===== src/rtl/n_clic_pend_sched_pkg.sv =====
// Shared constants and types for the n_clic pend/unpend scheduler.
// Vector count must stay in step with n_clic itself.
package n_clic_pend_sched_pkg;

  localparam int ClicVecSize = 8;

  typedef enum logic {
    PEND_CLR = 1'b0,
    PEND_SET = 1'b1
  } clic_pend_op_t;

  function automatic int wrap_inc(input int idx, input int size);
    return (idx + 1 >= size) ? 0 : idx + 1;
  endfunction

endpackage


===== src/rtl/n_clic_pend_sched_if.sv =====
// Pend-request, take-notification and entry-CSR write signals of the scheduler.
// slave = scheduler side, master = peripheral/dispatch/CSR side.
interface n_clic_pend_sched_if
  import n_clic_pend_sched_pkg::*;
#(
  parameter int VecSize  = ClicVecSize,
  parameter int VecWidth = $clog2(VecSize)
);

  logic [VecSize-1:0]  hw_pend;
  logic                take_valid;
  logic [VecWidth-1:0] take_vec;
  logic                csr_block;
  logic                overflow_clr;
  logic                ext_write_enable;
  logic [VecWidth-1:0] ext_write_idx;
  logic                ext_pended_data;
  logic [VecSize-1:0]  overflow;
  logic                busy;

  modport master (
    output hw_pend, take_valid, take_vec, csr_block, overflow_clr,
    input  ext_write_enable, ext_write_idx, ext_pended_data, overflow, busy
  );

  modport slave (
    input  hw_pend, take_valid, take_vec, csr_block, overflow_clr,
    output ext_write_enable, ext_write_idx, ext_pended_data, overflow, busy
  );

endinterface


===== src/rtl/n_clic_pend_sched_rr_arbiter.sv =====
// Combinational round-robin pick: first set request at or after ptr_i, wrapping.
// Zero latency; no backpressure, caller decides whether the grant is consumed.
module rr_arbiter #(
  parameter int Width = 8,
  parameter int IdxW  = (Width > 1) ? $clog2(Width) : 1
) (
  input  logic [Width-1:0] req_i,
  input  logic [IdxW-1:0]  ptr_i,
  output logic             gnt_vld_o,
  output logic [IdxW-1:0]  gnt_idx_o
);

  int   j;
  logic found;

  always_comb begin
    found     = 1'b0;
    gnt_idx_o = '0;
    j         = 0;
    for (int i = 0; i < Width; i++) begin
      j = int'(ptr_i) + i;
      if (j >= Width) j = j - Width;
      if (!found && req_i[j]) begin
        found     = 1'b1;
        gnt_idx_o = IdxW'(j);
      end
    end
    gnt_vld_o = found;
  end

endmodule


===== src/rtl/n_clic_pend_sched.sv =====
// Serialises hw pends (round-robin) and, with N_CLIC_AUTO_CLEAR_EN, take-clears (priority) onto the entry-CSR write port.
// Writes appear one cycle after the pulse at the earliest; csr_block stalls the port without consuming work.
module n_clic_pend_sched
  import n_clic_pend_sched_pkg::*;
#(
  parameter int VecSize      = ClicVecSize,
  parameter int VecWidth     = $clog2(VecSize),
  parameter int ClrFifoDepth = 2
) (
  input logic              clk,
  input logic              reset,
  n_clic_pend_sched_if.slave bus
);

  logic [VecSize-1:0]  req_q, req_d, ovf_q, ovf_d, ovf_evt;
  logic [VecWidth-1:0] rr_ptr_q, rr_ptr_d;
  logic                gnt_vld, set_gnt, pop, we, clr_pending, take_drop;
  logic [VecWidth-1:0] gnt_idx, wr_idx, clr_head;
  clic_pend_op_t       op;

  rr_arbiter #(.Width(VecSize), .IdxW(VecWidth)) u_arb (
    .req_i    (req_q),
    .ptr_i    (rr_ptr_q),
    .gnt_vld_o(gnt_vld),
    .gnt_idx_o(gnt_idx)
  );

`ifdef N_CLIC_AUTO_CLEAR_EN
  localparam int PtrW = $clog2(ClrFifoDepth);
  localparam int CntW = $clog2(ClrFifoDepth + 1);

  logic [VecWidth-1:0] clr_mem_q [ClrFifoDepth];
  logic [VecWidth-1:0] clr_mem_d [ClrFifoDepth];
  logic [PtrW-1:0]     rd_ptr_q, rd_ptr_d, wr_ptr_q, wr_ptr_d;
  logic [CntW-1:0]     cnt_q, cnt_d;
  logic                push;

  assign clr_pending = (cnt_q != '0);
  assign clr_head    = clr_mem_q[rd_ptr_q];

  // A full FIFO still accepts a take when the head leaves in the same cycle.
  always_comb begin
    push      = bus.take_valid && ((cnt_q != CntW'(ClrFifoDepth)) || pop);
    take_drop = bus.take_valid && !push;
    clr_mem_d = clr_mem_q;
    wr_ptr_d  = wr_ptr_q;
    rd_ptr_d  = rd_ptr_q;
    cnt_d     = cnt_q;
    if (push) begin
      clr_mem_d[wr_ptr_q] = bus.take_vec;
      wr_ptr_d            = wr_ptr_q + PtrW'(1);
    end
    if (pop) rd_ptr_d = rd_ptr_q + PtrW'(1);
    if (push && !pop) cnt_d = cnt_q + CntW'(1);
    else if (pop && !push) cnt_d = cnt_q - CntW'(1);
  end

  always_ff @(posedge clk) begin
    if (reset) begin
      clr_mem_q <= '{default: '0};
      rd_ptr_q  <= '0;
      wr_ptr_q  <= '0;
      cnt_q     <= '0;
    end else begin
      clr_mem_q <= clr_mem_d;
      rd_ptr_q  <= rd_ptr_d;
      wr_ptr_q  <= wr_ptr_d;
      cnt_q     <= cnt_d;
    end
  end
`else
  logic unused_take;
  assign unused_take = ^{bus.take_valid, bus.take_vec, pop};
  assign clr_pending = 1'b0;
  assign clr_head    = '0;
  assign take_drop   = 1'b0;
`endif

  always_comb begin
    we      = 1'b0;
    wr_idx  = '0;
    op      = PEND_CLR;
    pop     = 1'b0;
    set_gnt = 1'b0;
    if (!bus.csr_block) begin
      if (clr_pending) begin
        we     = 1'b1;
        wr_idx = clr_head;
        pop    = 1'b1;
      end else if (gnt_vld) begin
        we      = 1'b1;
        wr_idx  = gnt_idx;
        op      = PEND_SET;
        set_gnt = 1'b1;
      end
    end
  end

  // A pulse on a vector granted this cycle re-latches cleanly; otherwise it merges and is flagged lost.
  always_comb begin
    req_d   = req_q;
    ovf_evt = '0;
    if (set_gnt) req_d[gnt_idx] = 1'b0;
    for (int k = 0; k < VecSize; k++) begin
      if (bus.hw_pend[k]) begin
        req_d[k] = 1'b1;
        if (req_q[k] && !(set_gnt && (gnt_idx == VecWidth'(k)))) ovf_evt[k] = 1'b1;
      end
    end
    if (take_drop) ovf_evt[bus.take_vec] = 1'b1;
    ovf_d    = (bus.overflow_clr ? '0 : ovf_q) | ovf_evt;
    rr_ptr_d = set_gnt ? VecWidth'(wrap_inc(int'(gnt_idx), VecSize)) : rr_ptr_q;
  end

  always_ff @(posedge clk) begin
    if (reset) begin
      req_q    <= '0;
      ovf_q    <= '0;
      rr_ptr_q <= '0;
    end else begin
      req_q    <= req_d;
      ovf_q    <= ovf_d;
      rr_ptr_q <= rr_ptr_d;
    end
  end

  assign bus.ext_write_enable = we & ~reset;
  assign bus.ext_write_idx    = reset ? '0 : wr_idx;
  assign bus.ext_pended_data  = ~reset & (op == PEND_SET);
  assign bus.overflow         = reset ? '0 : ovf_q;
  assign bus.busy             = ~reset & (clr_pending | (|req_q));

endmodule


===== src/flat_wrapper.sv =====
// flat-port wrapper written by rule: the top's interface ports become plain ports
module n_clic_pend_sched_flat import n_clic_pend_sched_pkg::*;
#(
  parameter int VecSize      = ClicVecSize,
  parameter int VecWidth     = $clog2(VecSize),
  parameter int ClrFifoDepth = 2
)
  (clk, reset, bus_hw_pend, bus_take_valid, bus_take_vec, bus_csr_block, bus_overflow_clr, bus_ext_write_enable, bus_ext_write_idx, bus_ext_pended_data, bus_overflow, bus_busy);
  n_clic_pend_sched_if #(.VecSize(VecSize), .VecWidth(VecWidth)) bus_i ();
  input logic clk;
  input logic reset;
  input wire logic [$bits(bus_i.hw_pend)-1:0] bus_hw_pend;
  input wire logic [$bits(bus_i.take_valid)-1:0] bus_take_valid;
  input wire logic [$bits(bus_i.take_vec)-1:0] bus_take_vec;
  input wire logic [$bits(bus_i.csr_block)-1:0] bus_csr_block;
  input wire logic [$bits(bus_i.overflow_clr)-1:0] bus_overflow_clr;
  output wire logic [$bits(bus_i.ext_write_enable)-1:0] bus_ext_write_enable;
  output wire logic [$bits(bus_i.ext_write_idx)-1:0] bus_ext_write_idx;
  output wire logic [$bits(bus_i.ext_pended_data)-1:0] bus_ext_pended_data;
  output wire logic [$bits(bus_i.overflow)-1:0] bus_overflow;
  output wire logic [$bits(bus_i.busy)-1:0] bus_busy;
  assign bus_i.hw_pend = bus_hw_pend;
  assign bus_i.take_valid = bus_take_valid;
  assign bus_i.take_vec = bus_take_vec;
  assign bus_i.csr_block = bus_csr_block;
  assign bus_i.overflow_clr = bus_overflow_clr;
  assign bus_ext_write_enable = bus_i.ext_write_enable;
  assign bus_ext_write_idx = bus_i.ext_write_idx;
  assign bus_ext_pended_data = bus_i.ext_pended_data;
  assign bus_overflow = bus_i.overflow;
  assign bus_busy = bus_i.busy;
  n_clic_pend_sched #(.VecSize(VecSize), .VecWidth(VecWidth), .ClrFifoDepth(ClrFifoDepth)) u_core (.clk(clk), .reset(reset), .bus(bus_i));
endmodule

===== config.mk =====
export PLATFORM = sky130hd
export DESIGN_NAME = n_clic_pend_sched_flat
export DESIGN_NICKNAME = d
export VERILOG_FILES = /design/src/rtl/n_clic_pend_sched_pkg.sv /design/src/rtl/n_clic_pend_sched_if.sv /design/src/rtl/n_clic_pend_sched_rr_arbiter.sv /design/src/rtl/n_clic_pend_sched.sv /design/src/flat_wrapper.sv
export SDC_FILE = /design/constraint.sdc
export NUM_CORES = 1
export LEC_CHECK = 0
export ABC_AREA = 1
export CORE_MARGIN = 3
export CORE_UTILIZATION = 50
export DETAILED_ROUTE_END_ITERATION = 8
export PLACE_DENSITY = 0.8
export RECOVER_POWER = 100
export REMOVE_ABC_BUFFERS = 1
export SYNTH_ARGS = -nofsm -noshare
export SYNTH_HDL_FRONTEND = slang
export SYNTH_SLANG_ARGS = --single-unit

===== constraint.sdc =====
create_clock -name clk -period 3.7 [get_ports clk]
set_input_delay 0.74 -clock clk [delete_from_list [all_inputs] [get_ports clk]]
set_output_delay 0.74 -clock clk [all_outputs]
set_load 0.01 [all_outputs]

=== Word-level counts from Yosys, hierarchy flattened ===
Index checks and enable logic that the tools add are counted.

* Output and inout bits: 14
* Logic and storage cells: 190
* Input bits: 16
* Register bits after elaboration: 19

* Order comparisons: 19
* Bitwise logic cells: 6
* $add $sub $neg: 16
* Muxes and demuxes: 83
* Reduce and logical (&&, ||, !) cells: 49
* Eq/ne operators: 7

{| class="wikitable"
|+ Operators by type and width
! cell !! count
|-
| $lt 32x5->1 const B || 8
|-
| $mux 32 || 8
|-
| $mux 1 || 51
|-
| $mux 3 || 12
|-
| $sub 4x4->5 const B || 7
|-
| $ge 4x4->1 const B || 8
|-
| $bmux 1 s3 || 8
|-
| $logic_and 1x1->1 || 24
|-
| $mux 8 || 3
|-
| $add 3x3->4 const B || 4
|-
| $reduce_bool 2->1 || 8
|-
| $logic_not 1->1 || 15
|-
| $eq 3x3->1 const B || 4
|-
| $add 3x1->4 const B || 2
|-
| $add 3x2->4 const B || 2
|-
| $and 8x8->8 || 1
|-
| $not 8->8 || 1
|-
| $or 8x8->8 || 1
|-
| $reduce_or 8->1 || 1
|-
| $eq 3x2->1 const B || 2
|-
| $sub 3x4->5 const B || 1
|-
| $ge 3x4->1 const B || 1
|-
| $lt 3x4->1 const B || 1
|-
| $demux 1 s3 || 1
|-
| other kinds (5) || 6
|}

=== Longest topological paths before layout ===
Gate-level depths: netlist of run 1.

* Depth in word-level cells: 35
* Depth in mapped cells: 20
* Gate-level depth less buffers: 19

=== Hierarchy ===
From an unflattened synthesis of run 1, not the netlist that was laid out.

* Cell total of the unflattened synthesis: 292
* Area total of the unflattened synthesis: 1,828.0 um^2

{| class="wikitable"
|+ By module, submodules not included
! module !! area each (um^2) !! times used !! cells an instance !! seq. area each (um^2)
|-
| n_clic_pend_sched || 1,024.7 || 1 || 156 || 380.4
|-
| rr_arbiter || 803.3 || 1 || 136 || 0.0
|}

=== Worst setup path before layout of run 1 ===
Ideal clock, no wire load.

* Path type: reg2out
* From: reg u_core.rr_ptr_q[1]
* To: out bus_ext_write_idx[0]
* Arrival: 2,384 ps
* Required time: 2,960 ps
* Stages on the path, launching flop included: 17
* Setup slack: 576 ps
* Buffers on the path: 1
* Cell sequence: dfxtp_1 > buf_6 > clkinv_2 > ha_1 > inv_2 > nand3_1 > nand3_1 > nand2_2 > nor2_4 > nand4_4 > nor2_4 > nand2_1 > nand3b_1 > nand2_4 > nor2_8 > inv_1 > nor2_1

* Cells in the longest elaborated chain, start to end: 30
* Elaborated cells between the ends (all ways): 88
* Those cells by class: add/sub: 15; order compare: 8; mux: 51; reduce/logical: 14

{| class="wikitable"
|+ Ends and longest elaborated chain
! item !! line !! RTL
|-
| start: declaration || n_clic_pend_sched.sv:16 || <nowiki>logic [VecWidth-1:0] rr_ptr_q, rr_ptr_d;</nowiki>
|-
| start signal: assignment || n_clic_pend_sched.sv:123 || <nowiki>rr_ptr_q <= rr_ptr_d;</nowiki>
|-
| parallel branches: the longest is 27 deep, another holds $sub 4x4->5 || - ||
|-
| $mux 3 * || n_clic_pend_sched.sv:90 || <nowiki>end else if (gnt_vld) begin</nowiki>
|-
| $mux 3 * || n_clic_pend_sched.sv:85 || <nowiki>if (!bus.csr_block) begin</nowiki>
|-
| $mux 3 * || n_clic_pend_sched.sv:128 || <nowiki>assign bus.ext_write_idx = reset ? '0 : wr_idx;</nowiki>
|-
| end: declaration || flat_wrapper.sv:18 || <nowiki>output wire logic [$bits(bus_i.ext_write_idx)-1:0] bus_ext_write_idx;</nowiki>
|}

Every way passes the cells marked *. The select of a mux whose other input is x is not followed.

=== Worst setup path in the final report of run 1 ===
* From: reg u_core.rr_ptr_q[1]
* To: out bus_ext_write_idx[1]

The elaborated chain is that of the path after synthesis.

==> impl_metrics.tcl, run 1 <==
set metrics [dict create \
    power_density_nw_per_um2 1020 \
    core_um2 3200 \
    synth_edf_count 0 \
    max_slew_margin 0.697 \
    maxSlewViolCount 0 \
    p_leak_uw 0.00103 \
    synth_ff_type "dfxtp_1" \
    critPathMaxStageDelay_ns 0.36 \
    clockPowerShare 0.050 \
    num_vias 1872 \
    p_sw_uw 1280 \
    r2r_slack_ns 0.80 \
    wl_per_cell_um 13.1 \
    drive_above_1_share 0.193 \
    busiest_layer "met2" \
    r2r-end "u_core.ovf_q[7]" \
    critPathKind "flop to output port" \
    io_pins 30 \
    arrival_ns 2.76 \
    crit_buf_inv 5 \
    htree_levels 1 \
    fp.dieW_um 65.5 \
    critPathTopFamily "buffers and inverters" \
    hold_depth 4 \
    dr.first_iter.drc_count 117 \
    p_comb_frac 0.818 \
    diodes 0 \
    detail-route-antenna-nets 0 \
    die_h_um 65.5 \
    grt_antenna_before_repair 0 \
    netlist_area_um2 1770 \
    worstHoldStart "u_core.ovf_q[1]" \
    use_met1 0.291 \
    cts_tree "yes" \
    drv_cap 0 \
    grt_max_degree 22 \
    hp-class "flop to flop" \
    grt_pass1_wl_um 7800 \
    grt.total_usage 0.231 \
    drt-total-wl_um 4570 \
    use_met2 0.392 \
    die_area_um2 4300 \
    min_to "u_core.ovf_q[1]" \
    std_cell_rows 20 \
    required_ns 2.96 \
    grt_pass1_vias 1785 \
    synth-async-reset-ratio 0 \
    clkTransAtPathRegs_ns 0.12 \
    place_inst 338 \
    p_sw_frac 0.571 \
    use_met3 0.0410 \
    cts_made_buffers 3 \
    n_fill_cell 291 \
    start_util 0.554 \
    seqPwrFrac 0.132 \
    place_congestion 0.916 \
    layout.cells.non_filler 349 \
    ys_warn_count 0 \
    fin_skew_ns 0.0171 \
    setup_violations 0 \
    ys_seq_area_frac 0.215 \
    p_int_uw 964 \
    reg2reg_depth 15 \
    via_per_inst 5.36 \
    final_util 0.689 \
    portBuffers 25 \
    final_common_cell "nand2_1" \
    fin_nets 330 \
    slowest_stage "dfxtp_2" \
    crit_path_max_fanout 8 \
    clkLatencyLatePin_ns 0.32 \
    crit_chain "buf_4, ha_2, xor2_1, nor2_1, inv_1, o21ai_2, nor2_4, nand3_4, buf_4, nor2_4, inv_2, o21ai_4, nor3_1, dlygate4sd2_1" \
    avgSynthCellArea_um2 6.62 \
    yosysUniqueCellTypes 41 \
    hpwlAfterDp_um 3430 \
    synth_seq_cells 19 \
    clock-sinks 19 \
    cp-end-kind "output port" \
    reg2reg_from "u_core.rr_ptr_q[1]" \
    route.detailed.drc 0 \
    hold_viol 0 \
    synthToLayoutAreaGrowth_pct 24.4 \
    vdd_ir_drop_max_mv 0.424 \
    total_power_uw 2250 \
    grt.overflow.total 0 \
    crit_path_start_kind "flop" \
    fmax_ghz 0.286 \
    worst_pin_slew_ns 0.454 \
    status "finished, final reports clean" \
    final_cell_mix "nand2_1, nand3_1, inv_1" \
    first_pass_iters 4 \
    clockRootBuffer "clkbuf_4" \
    cts_buffer_depth 2 \
    syn_inst 268 \
    fin_crit_ns 3.50 \
    period_share 0.945 \
]
[layout make-up]
class	instances	area [um^2]	area share
clock inverters	1	7.51	0.00340
multi-input cells	207	1240	0.564
inverters	35	133	0.0601
repair buffers	40	360	0.163
well taps	44	55.1	0.0250
flip-flops and latches	19	384	0.174
clock buffers	3	22.5	0.0102
[state kept, by name, indices dropped and copies added (netlist names)]
| signal | cells |
|---|---|
| u_core.ovf_q | 8 |
| u_core.rr_ptr_q | 3 |
| u_core.req_q | 8 |
[stage by stage]
stage          setup TNS [ns]  setup WS, ns  hold slack [ns]  cell area [um^2]
2_1_floorplan               0         0.452            0.471              1720
3_3_place_gp                0         0.128            0.492              2090
3_5_place_dp                0         0.101            0.499              2090
4_1_cts                     0        0.0575            0.517              2140
5_1_grt               -0.0285       -0.0285            0.565              2210
6_report                    0         0.202            0.512              2210
[worst register-to-register path, stage by stage (launching register included)]
cell	delay, ns
dfxtp_2	0.36
buf_4	0.18
ha_2	0.23
xor2_1	0.29
nand3_2	0.13
nand2_2	0.11
nor2_4	0.05
nand3_1	0.13
o21ai_1	0.09
nand3b_1	0.25
nand2_4	0.16
inv_1	0.08
ha_1	0.22
ha_1	0.18
a21boi_0	0.21
a32o_1	0.18
[power by group through the flow]
| stage | registers (uW) | logic (uW) | clock network (uW) |
|---|---|---|---|
| 6_report | 297 | 1840 | 112 |
| 5_1_grt | 304 | 2040 | 127 |
| 2_1_floorplan | 299 | 1320 | 0 |
| 4_1_cts | 293 | 1740 | 115 |
| 3_3_place_gp | 297 | 1690 | 0 |
| 3_5_place_dp | 298 | 1720 | 0 |
[layer usage]
layer  wire length (um)  vias up
met2               2220       68
met1               2000      855
met4                 57        0
li1                   -      942
met3                304        7
met5                  0        -
[cell families (layout without fill, tap and decap cells)]
family          after synthesis  count (layout)  share of synthesized area
fa+ha+maj                     8               8                     0.0565
compound gates               26              26                      0.104
flops                        19              19                      0.215
buf+inv                      42              79                      0.104
simple gates                169             169                      0.486
xor+xnor                      4               4                     0.0346
[repair_timing]
item,CTS,global route
gates resized for setup,4,11
hold buffers,0,0
endpoints found under the setup margin,3,3
setup buffers,4,3
pin swaps,1,1
[worst max-delay path by stage]
| stage | from | endpoint | cells past startpoint |
|---|---|---|---|
| CTS | u_core.rr_ptr_q[1] | bus_ext_write_idx[1] | 16 |
| finish | u_core.rr_ptr_q[1] | bus_ext_write_idx[1] | 14 |
| global placement | u_core.rr_ptr_q[1] | bus_ext_write_idx[0] | 16 |
| floorplan | u_core.rr_ptr_q[1] | bus_ext_write_idx[0] | 15 |
| global route | u_core.rr_ptr_q[1] | bus_ext_write_idx[0] | 16 |
| detailed placement | u_core.rr_ptr_q[1] | bus_ext_write_idx[0] | 16 |
[Yosys cell counts (2+ instances only)]
master	n	area, um^2
nand2_1	74	278
nand3_1	41	205
inv_1	30	113
nor2_1	21	78.8
dfxtp_1	19	380
a21oi_1	8	40.0
ha_1	8	100
nand4_1	7	43.8
o21ai_0	7	35.0
nand3_2	5	50.1
inv_2	4	15.0
nor2_4	4	45.0
buf_6	3	33.8
nand2_2	3	18.8
nand2_4	3	33.8
clkbuf_1	2	7.51
nor2_2	2	12.5
nor3_1	2	10.0
nor4_1	2	12.5
o21ai_4	2	32.5
Power figures use the tool's default switching activity.
==> run 2, diff against run 1 <==
- CTS_CLUSTER_SIZE: unset -> 28
- DONT_BUFFER_PORTS: unset -> 1
- PLACE_DENSITY: 0.8 -> 0.69
- SKIP_LAST_GASP: unset -> 1
==> run 2 against run 1 <==
Final cell count decreased by 10%. Via count down 11%. Clock-buffer cell count is 1 higher. Global-route usage down 1.7 points. Non-clock buffer count is 36 lower. Critical path type unchanged. Largest cell class unchanged.
==> impl_metrics.tcl, run 2 (same netlist as run 1, synthesis figures left out) <==
set metrics [dict create \
    die_area_um2 4300 \
    crit_path_max_fanout 11 \
    grt_pass1_vias 1599 \
    layout.cells.non_filler 313 \
    hp-class "primary input to flop" \
    hold_viol 0 \
    final_cell_mix "nand2_1, nand3_1, inv_1" \
    fmax_ghz 0.292 \
    dp_slack_ns 0.365 \
    fin_skew_ns 0.00664 \
    std_cell_rows 20 \
    num_vias 1664 \
    grt_max_degree 22 \
    tns_ns 0 \
    first_pass_iters 4 \
    route.detailed.drc 0 \
    power_density_nw_per_um2 1120 \
    clockRootBuffer "clkbuf_4" \
    required_ns 2.96 \
    clkTransAtPathRegs_ns 0.11 \
    grt_pass1_wl_um 7280 \
    crit_path_start_kind "flop" \
    fp.dieW_um 65.5 \
    portBuffers 0 \
    period_share 0.926 \
    final_common_cell "nand2_1" \
    place_inst 309 \
    rsz0062_at_grt "false" \
    critPathKind "flop to output port" \
    grt_antenna_before_repair 0 \
    cts_tree "yes" \
    diodes 0 \
    vdd_ir_drop_max_mv 0.467 \
    status "finished, final reports clean" \
    drt-total-wl_um 4210 \
    dr.first_iter.drc_count 102 \
    p_leak_uw 0.000870 \
    drv_cap 0 \
    total_power_uw 2060 \
    io_pins 30 \
    place_congestion 0.922 \
    clock-sinks 19 \
    cts_buffer_depth 2 \
    max_slew_margin 0.623 \
    fin_nets 294 \
    htree_levels 1 \
    via_per_inst 5.32 \
    core_um2 3200 \
    cp-end-kind "output port" \
    top_regs "u_core.ovf_q (8), u_core.req_q (8), u_core.rr_ptr_q (3)" \
    die_h_um 65.5 \
    worst_pin_slew_ns 0.564 \
    whs_ns 0.498 \
    layout_setup_ws_ns 0.275 \
    detail-route-antenna-nets 0 \
    arrival_ns 2.68 \
    synthToLayoutAreaGrowth_pct 3.53 \
    setup_violations 0 \
    maxSlewViolCount 0 \
    grt.total_usage 0.214 \
    wl_per_cell_um 13.5 \
    fin_crit_ns 3.42 \
    hpwlAfterDp_um 3320 \
    drive_above_1_share 0.141 \
    clkLatencyLatePin_ns 0.29 \
    start_util 0.554 \
    cts_made_buffers 3 \
    grt.overflow.total 0 \
]
-- run 2: cell types whose count changed in the layout (fill, tap and decap cells not counted), sizes merged --
cell / change
clkbuf: +1
clkdlybuf4s50: -22
dlygate4sd2: -2
buf: -11
clkdlybuf4s15: -1
clkinvlp: -1
-- run 2: power breakdown --
part           leakage [uW]  total (uW)  internal [uW]  switching, uW
Combinational      0.000697        1660            565           1090
Sequential         0.000158         297            246           51.3
Clock             0.0000150         106           41.9           64.1
Total              0.000870        2060            853           1210
-- run 2: what timing repair did --
action | CTS | global route
endpoints found under the setup margin | 0 | 3
hold buffers | 0 | 0
buffers inserted | 0 | 0
endpoints found under the hold margin | 0 | 0
resized for setup | 0 | 6
-- run 2: routing by layer --
layer | share of wire | up-vias | global-route usage
li1 | - | 877 | -
met1 | 0.48 | 737 | 0.301
met2 | 0.44 | 46 | 0.343
met3 | 0.070 | 4 | 0.0444
met4 | 0.0066 | 0 | 0.0311
met5 | 0 | - | 0
-- run 2: layout make-up --
class / instances / area [um^2]
Clock buffer: 4 / 26.3
Fill cell: 359 / 1370
Inverter: 35 / 138
Multi-Input combinational cell: 207 / 1200
Sequential cell: 19 / 382
Tap cell: 44 / 55.1
Timing Repair Buffer: 4 / 30.0
-- run 2: worst max-delay path, stage by stage, from the launching register on --
cell,delay (ns)
dfxtp_2,0.35
buf_4,0.17
ha_1,0.24
xor2_1,0.18
nand3_1,0.17
nand2_2,0.09
nor2_4,0.14
nand4_4,0.12
nor2_4,0.18
nand3_4,0.14
nor2_1,0.21
a21oi_4,0.09
nor3_1,0.32
-- run 2: final timing paths --
check	startpoint	endpoint	slack, ns	depth (start not counted)
worst max-delay path	u_core.rr_ptr_q[0]	bus_ext_write_idx[2]	0.28	12
worst max register to register	u_core.rr_ptr_q[0]	u_core.rr_ptr_q[2]	0.49	15
worst min-delay path	reset	u_core.req_q[6]	0.50	1
worst min register to register	u_core.req_q[7]	u_core.req_q[7]	0.53	2
-- run 2: stage by stage --
stage          cell area (um^2)   util
4_1_cts                    1830  0.572
3_5_place_dp               1810  0.564
5_1_grt                    1840  0.573
2_1_floorplan              1720      -
6_report                   1840  0.573
3_3_place_gp               1810  0.564
